File: src/rtl/control_botones_pkg.sv
// Shared constants and state encoding for the button run-control stage.
package control_botones_pkg;

    localparam int unsigned CLK_FREQ    = 100_000_000;
    localparam int unsigned TICK_HZ     = 4;
    localparam int unsigned DEBOUNCE_MS = 10;

    // 10 ms debounce window and 4 Hz count tick at the board clock.
    localparam int unsigned DEF_DEBOUNCE_CYCLES = (CLK_FREQ / 1000) * DEBOUNCE_MS;
    localparam int unsigned DEF_TICK_DIV        = CLK_FREQ / TICK_HZ;
    localparam int unsigned DEF_CNT_W           = 32;

    localparam logic ST_STOPPED = 1'b0;
    localparam logic ST_RUNNING = 1'b1;

    typedef enum logic {
        STOPPED = ST_STOPPED,
        RUNNING = ST_RUNNING
    } state_t;

endpackage

File: src/rtl/control_botones_antirrebote.sv
// One push-button: 2-flop synchronizer, debounce filter, registered press pulse.
module antirrebote
    import control_botones_pkg::*;
#(
    parameter int unsigned DEBOUNCE_CYCLES = DEF_DEBOUNCE_CYCLES,
    parameter int unsigned CNT_W           = DEF_CNT_W
) (
    input  logic clk,
    input  logic rst_n,
    input  logic i_btn,
    output logic o_press
);

    logic             r_sync1;
    logic             r_sync2;
    logic             r_stable;
    logic             r_stable_d;
    logic [CNT_W-1:0] r_cnt;
    logic             r_press;

    // Bring the raw level into the clock domain.
    always_ff @(posedge clk or negedge rst_n) begin
        if (!rst_n) begin
            r_sync1 <= 1'b0;
            r_sync2 <= 1'b0;
        end else begin
            r_sync1 <= i_btn;
            r_sync2 <= r_sync1;
        end
    end

    // Accept a new level only after it has persisted for the full window.
    always_ff @(posedge clk or negedge rst_n) begin
        if (!rst_n) begin
            r_stable <= 1'b0;
            r_cnt    <= '0;
        end else if (r_sync2 != r_stable) begin
            if (r_cnt == CNT_W'(DEBOUNCE_CYCLES - 1)) begin
                r_stable <= r_sync2;
                r_cnt    <= '0;
            end else begin
                r_cnt <= r_cnt + CNT_W'(1);
            end
        end else begin
            r_cnt <= '0;
        end
    end

    // Single-cycle pulse on the debounced rising edge; release is silent.
    always_ff @(posedge clk or negedge rst_n) begin
        if (!rst_n) begin
            r_stable_d <= 1'b0;
            r_press    <= 1'b0;
        end else begin
            r_stable_d <= r_stable;
            r_press    <= r_stable & ~r_stable_d;
        end
    end

    assign o_press = r_press;

endmodule

File: src/rtl/control_botones.sv
// Run/stop, clear and direction control feeding the BCD counter.
module control_botones
    import control_botones_pkg::*;
#(
    parameter int unsigned DEBOUNCE_CYCLES = DEF_DEBOUNCE_CYCLES,
    parameter int unsigned TICK_DIV        = DEF_TICK_DIV,
    parameter int unsigned CNT_W           = DEF_CNT_W
) (
    input  logic clk,
    input  logic rst_n,
    input  logic ena,
    input  logic btn_run,
    input  logic btn_clr,
    input  logic btn_dir,
    output logic tick_o,
    output logic clr_o,
    output logic dir_o,
    output logic running_o
);

    logic             w_press_run;
    logic             w_press_clr;
    logic             w_press_dir;
    logic             w_run_go;
    logic             w_clr_go;

    state_t           r_state;
    state_t           w_state_nxt;
    logic [CNT_W-1:0] r_presc;
    logic [CNT_W-1:0] w_presc_nxt;
    logic             r_tick;
    logic             w_tick_nxt;
    logic             r_clr;
    logic             w_clr_nxt;
    logic             r_dir;
    logic             w_dir_nxt;
    logic             r_running;

    antirrebote #(.DEBOUNCE_CYCLES(DEBOUNCE_CYCLES), .CNT_W(CNT_W)) u_db_run (
        .clk     (clk),
        .rst_n   (rst_n),
        .i_btn   (btn_run),
        .o_press (w_press_run)
    );

    antirrebote #(.DEBOUNCE_CYCLES(DEBOUNCE_CYCLES), .CNT_W(CNT_W)) u_db_clr (
        .clk     (clk),
        .rst_n   (rst_n),
        .i_btn   (btn_clr),
        .o_press (w_press_clr)
    );

    antirrebote #(.DEBOUNCE_CYCLES(DEBOUNCE_CYCLES), .CNT_W(CNT_W)) u_db_dir (
        .clk     (clk),
        .rst_n   (rst_n),
        .i_btn   (btn_dir),
        .o_press (w_press_dir)
    );

    // Run and clear presses are dropped while the block is disabled.
    assign w_run_go = w_press_run & ena;
    assign w_clr_go = w_press_clr & ena;

    // Next state, prescaler and output strobes; clear beats run beats tick.
    always_comb begin
        w_state_nxt = r_state;
        w_presc_nxt = r_presc;
        w_tick_nxt  = 1'b0;
        w_clr_nxt   = 1'b0;
        w_dir_nxt   = r_dir ^ w_press_dir;

        if (w_clr_go) begin
            w_clr_nxt   = 1'b1;
            w_presc_nxt = '0;
            w_state_nxt = STOPPED;
        end else if (w_run_go) begin
            if (r_state == STOPPED) begin
                w_state_nxt = RUNNING;
                w_presc_nxt = '0;
            end else begin
                // Pause: prescaler keeps its count.
                w_state_nxt = STOPPED;
            end
        end else if (ena && (r_state == RUNNING)) begin
            if (r_presc == CNT_W'(TICK_DIV - 1)) begin
                w_presc_nxt = '0;
                w_tick_nxt  = 1'b1;
            end else begin
                w_presc_nxt = r_presc + CNT_W'(1);
            end
        end
    end

    // State, prescaler and registered outputs.
    always_ff @(posedge clk or negedge rst_n) begin
        if (!rst_n) begin
            r_state   <= STOPPED;
            r_presc   <= '0;
            r_tick    <= 1'b0;
            r_clr     <= 1'b0;
            r_dir     <= 1'b0;
            r_running <= 1'b0;
        end else begin
            r_state   <= w_state_nxt;
            r_presc   <= w_presc_nxt;
            r_tick    <= w_tick_nxt;
            r_clr     <= w_clr_nxt;
            r_dir     <= w_dir_nxt;
            r_running <= (w_state_nxt == RUNNING);
        end
    end

    assign tick_o    = r_tick;
    assign clr_o     = r_clr;
    assign dir_o     = r_dir;
    assign running_o = r_running;

endmodule

File: config.mk
export PLATFORM = sky130hd
export DESIGN_NAME = control_botones
export DESIGN_NICKNAME = d
export VERILOG_FILES = /design/src/rtl/control_botones_pkg.sv /design/src/rtl/control_botones_antirrebote.sv /design/src/rtl/control_botones.sv
export SDC_FILE = /design/constraint.sdc
export NUM_CORES = 1
export LEC_CHECK = 0
export CORE_ASPECT_RATIO = 1.1
export CORE_MARGIN = 2
export CORE_UTILIZATION = 45
export DETAILED_ROUTE_END_ITERATION = 6
export GPL_ROUTABILITY_DRIVEN = 0
export SLEW_MARGIN = 40
export SYNTH_ARGS = -nofsm -noshare
export SYNTH_HDL_FRONTEND = slang
export SYNTH_SLANG_ARGS = --single-unit
export TNS_END_PERCENT = 20
File: constraint.sdc
create_clock -name clk -period 2.5 [get_ports clk]
set_input_delay 0.75 -clock clk [delete_from_list [all_inputs] [get_ports clk]]
set_output_delay 0.75 -clock clk [all_outputs]
set_load 0.1 [all_outputs]
==> results by group <==
Setup path
  – Required time worst endpoint: 2.81 ns
  – Reg2Reg Launch Point: r_presc[0]$_DFFE_PN0P_
  – CP Cell Sequence: ha_1 > nor4b_1 > nand4_1 > or4_4 > a21oi_4 > buf_12 > nor2_1
  – Critical path arrival: 2.43 ns
  – Crit path from: r_presc[0]$_DFFE_PN0P_
  – Worst path slowest cell: or4_4
  – CP max stage delay: 0.57 ns
  – Critical path type: reg -> reg
  – Max FO, Critical Path: 30
  – Critical Path End Type: register
  – CP Launch Type: register

Power and ir drop
  – Final Power: 5.323 mW
  – P per Cell Area: 651.0 mW/mm^2
  – Leakage power: 3.467 nW
  – Peak VDD IR: 455.9 uV

Synth
  – XOR/XNOR Fraction of Synth Area: 14.11%
  – Mux cell area share after synthesis: 0.4692%
  – Avg Cell Area, Syn: 9.837 um^2
  – Leading area contributor after synthesis: dfrtp_1
  – Post-synth top area share: 51.09%
  – Top cells by area, synth: dfrtp_1, xor2_1, nor2_1, xnor2_1, nand4_1
  – Synthesized area: 0.007201 mm^2
  – Ys Warns: 0
  – Number of synthesized flops with an enable pin: 0
  – Compound-Gate Fraction of Synth Area: 2.346%
  – Seq/Total Area, Yosys: 51.09%
  – Post-Synth Adder-Cell Area: 0.6950%
  – Cells after Synth: 732
  – Post-synth net total: 742
  – Prevailing post-synth register cell: dfrtp_1
  – Post-synthesis register bit count: 147
  – Async SR Flop Fraction: 100.0%
  – Most common cell in the synthesized netlist: dfrtp_1
  – Simple-Gate Fraction of Synth Area: 28.31%
  – Post-synth top cells: dfrtp_1, nor2_1, xor2_1, nand3_1, xnor2_1
  – Yosys cell types: 40
  – Largest family of logic cells by synthesized area: simple AND/OR/NAND/NOR gates

Clock tree
  – Clock transition at the registers of the reported paths: 0.06 ns
  – Clock root cell: clkbuf_16
  – Total CTS buffers: 17
  – Clock sink count: 147
  – CTS tree: yes
  – Post-CTS Hold Fix Bufs: 0
  – Setup repair bufs after CTS: 0
  – Clk_lat worst skew: 0.42 ns
  – H-tree lvl count: 4
  – Max Root-Sink Buffers: 2
  – Resize count post-CTS: 0

Cells and area
  – Diode count: 0
  – Layout cells sized above 1: 9.511%
  – Fillcell total: 1391
  – Area delta synth->final: 13.55%
  – Non-filler instance count after layout: 957
  – # nets final: 754
  – Core Util, Final: 52.16%

Detailed routing
  – Final WL: 14070 um
  – Drt via density: 5.554
  – DR pass1 iterations: 5
  – DR vias: 5315
  – Residual DRC: 0
  – DRT iter0 DRCs: 320
  – ANT nets after route: 0
  – WL/cell: 14.70 um

GRT
  – First-pass GRT wire length: 24620 um
  – Global route overflow: 0
  – Total GRT Usage: 17.62%
  – Largest net degree at the start of global routing: 49
  – Vias in the first global route: 5305
  – Initial antenna violation count: 0

STA
  – Slew Limit Fails: 0
  – Slew margin rel.: 59.56%
  – Endpoints failing setup: 0
  – Period minus WS final: 2.117 ns
  – Clk_skew: 0.008122 ns
  – Hold slack: 0.2629 ns
  – Worst slew pin tran: 0.6002 ns
  – Period utilisation layout: 84.66%
  – FMAX: 472.5 MHz
  – RSZ-0062 raised after global routing: false
  – Setup TNS: 0 ns
  – Final hold vios: 0

Die
  – Initial Utilization: 45.94%
  – Die width: 124.6 um
  – Core area: 0.01568 mm^2
  – Num rows: 48
  – I/O pin count: 10
  – Die area: 0.01703 mm^2
  – Chip height: 136.7 um

Min path
  – HP Class: in -> async

Placed design
  – Hpwl dp: 9169 um
  – Port buffer count: 9
  – Placed insts: 925

Run
  – Maxcap violations: 0

Run status
  – Status: finished, final reports clean
-- cells in the final DEF (no fill, tap or decap), drive strengths merged, types with 5 or more instances in the layout --
cell type  count
clkbuf        22
buf           23
and4          19
nand4         47
nor4b          7
xnor2         51
nor3          15
nor4          34
dfrtp        147
nor2         133
clkinv         5
o21ai         11
nand3         54
inv           12
a21oi         10
or2            5
or3            9
and2           5
xor2          65
and3          19
nand2         34
-- layout make-up --
cell class                      count  area (um^2)  area share, %
Timing Repair Buffer               27        291.5          3.565
Inverter                           12        45.04         0.5509
Clock buffer                       22        474.2          5.800
Tap cell                          200        250.2          3.060
Multi-Input combinational cell    539         3307          40.44
Clock inverter                     10        130.1          1.591
Sequential cell                   147         3679          44.99
-- power by group --
| group | total [mW] | internal [mW] | switching [mW] |
|---|---|---|---|
| Combinational | 0.226 | 0.0849 | 0.141 |
| Clock | 2.60 | 1.64 | 0.966 |
| Sequential | 2.49 | 2.44 | 0.0567 |
-- worst paths after layout --
kind,end,slack (ns),cells past startpoint
min in group clk,u_db_clr.r_sync2$_DFF_PN0_,0.35,0
worst max-delay path,r_presc[27]$_DFFE_PN0P_,0.38,7
worst min-delay path,r_presc[20]$_DFFE_PN0P_,0.26,1
worst min register to register,u_db_clr.r_sync2$_DFF_PN0_,0.35,0
worst max register to register,r_presc[27]$_DFFE_PN0P_,0.38,7
max in group asynchronous,u_db_dir.r_cnt[20]$_DFF_PN0_,1.51,2
-- flip-flops by register name (all words and copies together) (netlist names), 32 cells and up --
| register | count |
|---|---|
| r_presc | 32 |
| u_db_clr.r_cnt | 32 |
| u_db_dir.r_cnt | 32 |
| u_db_run.r_cnt | 32 |
-- kinds of logic (layout without fill, tap and decap cells) --
logic type	count (synthesis)	count (layout)
AO/OA/AOI/OAI	27	27
XOR/XNOR	116	116
adder cells (fa/ha/maj)	4	4
buffers and inverters	46	71
flip-flops	147	147
multiplexers	3	3
AND/OR/NAND/NOR	389	389
-- layer usage --
metal / vias to the layer above / wire length [um] / GRT usage, %
li1: 2568 / - / -
met1: 2645 / 6581 / 22.08
met2: 79 / 6775 / 29.60
met3: 23 / 445 / 3.987
met4: 0 / 264 / 7.553
met5: - / 0 / 0
-- worst max-delay path: cells and delay by family, from the launching register on --
kind	cells	cell delay, ns
simple gates	4	1.06
flops	1	0.38
buf+inv	1	0.20
fa+ha+maj	1	0.19
compound gates	1	0.17
-- through the flow --
step | cell area, um^2 | setup WS [ns]
after detailed placement | 7572 | 0.2081
after global routing | 8177 | 0.1827
final | 8177 | 0.3835
after floorplan | 7201 | 0.2782
after global placement | 7572 | 0.2090
after CTS | 8177 | 0.3746
No activity file was read; power rests on OpenSTA's default activity.
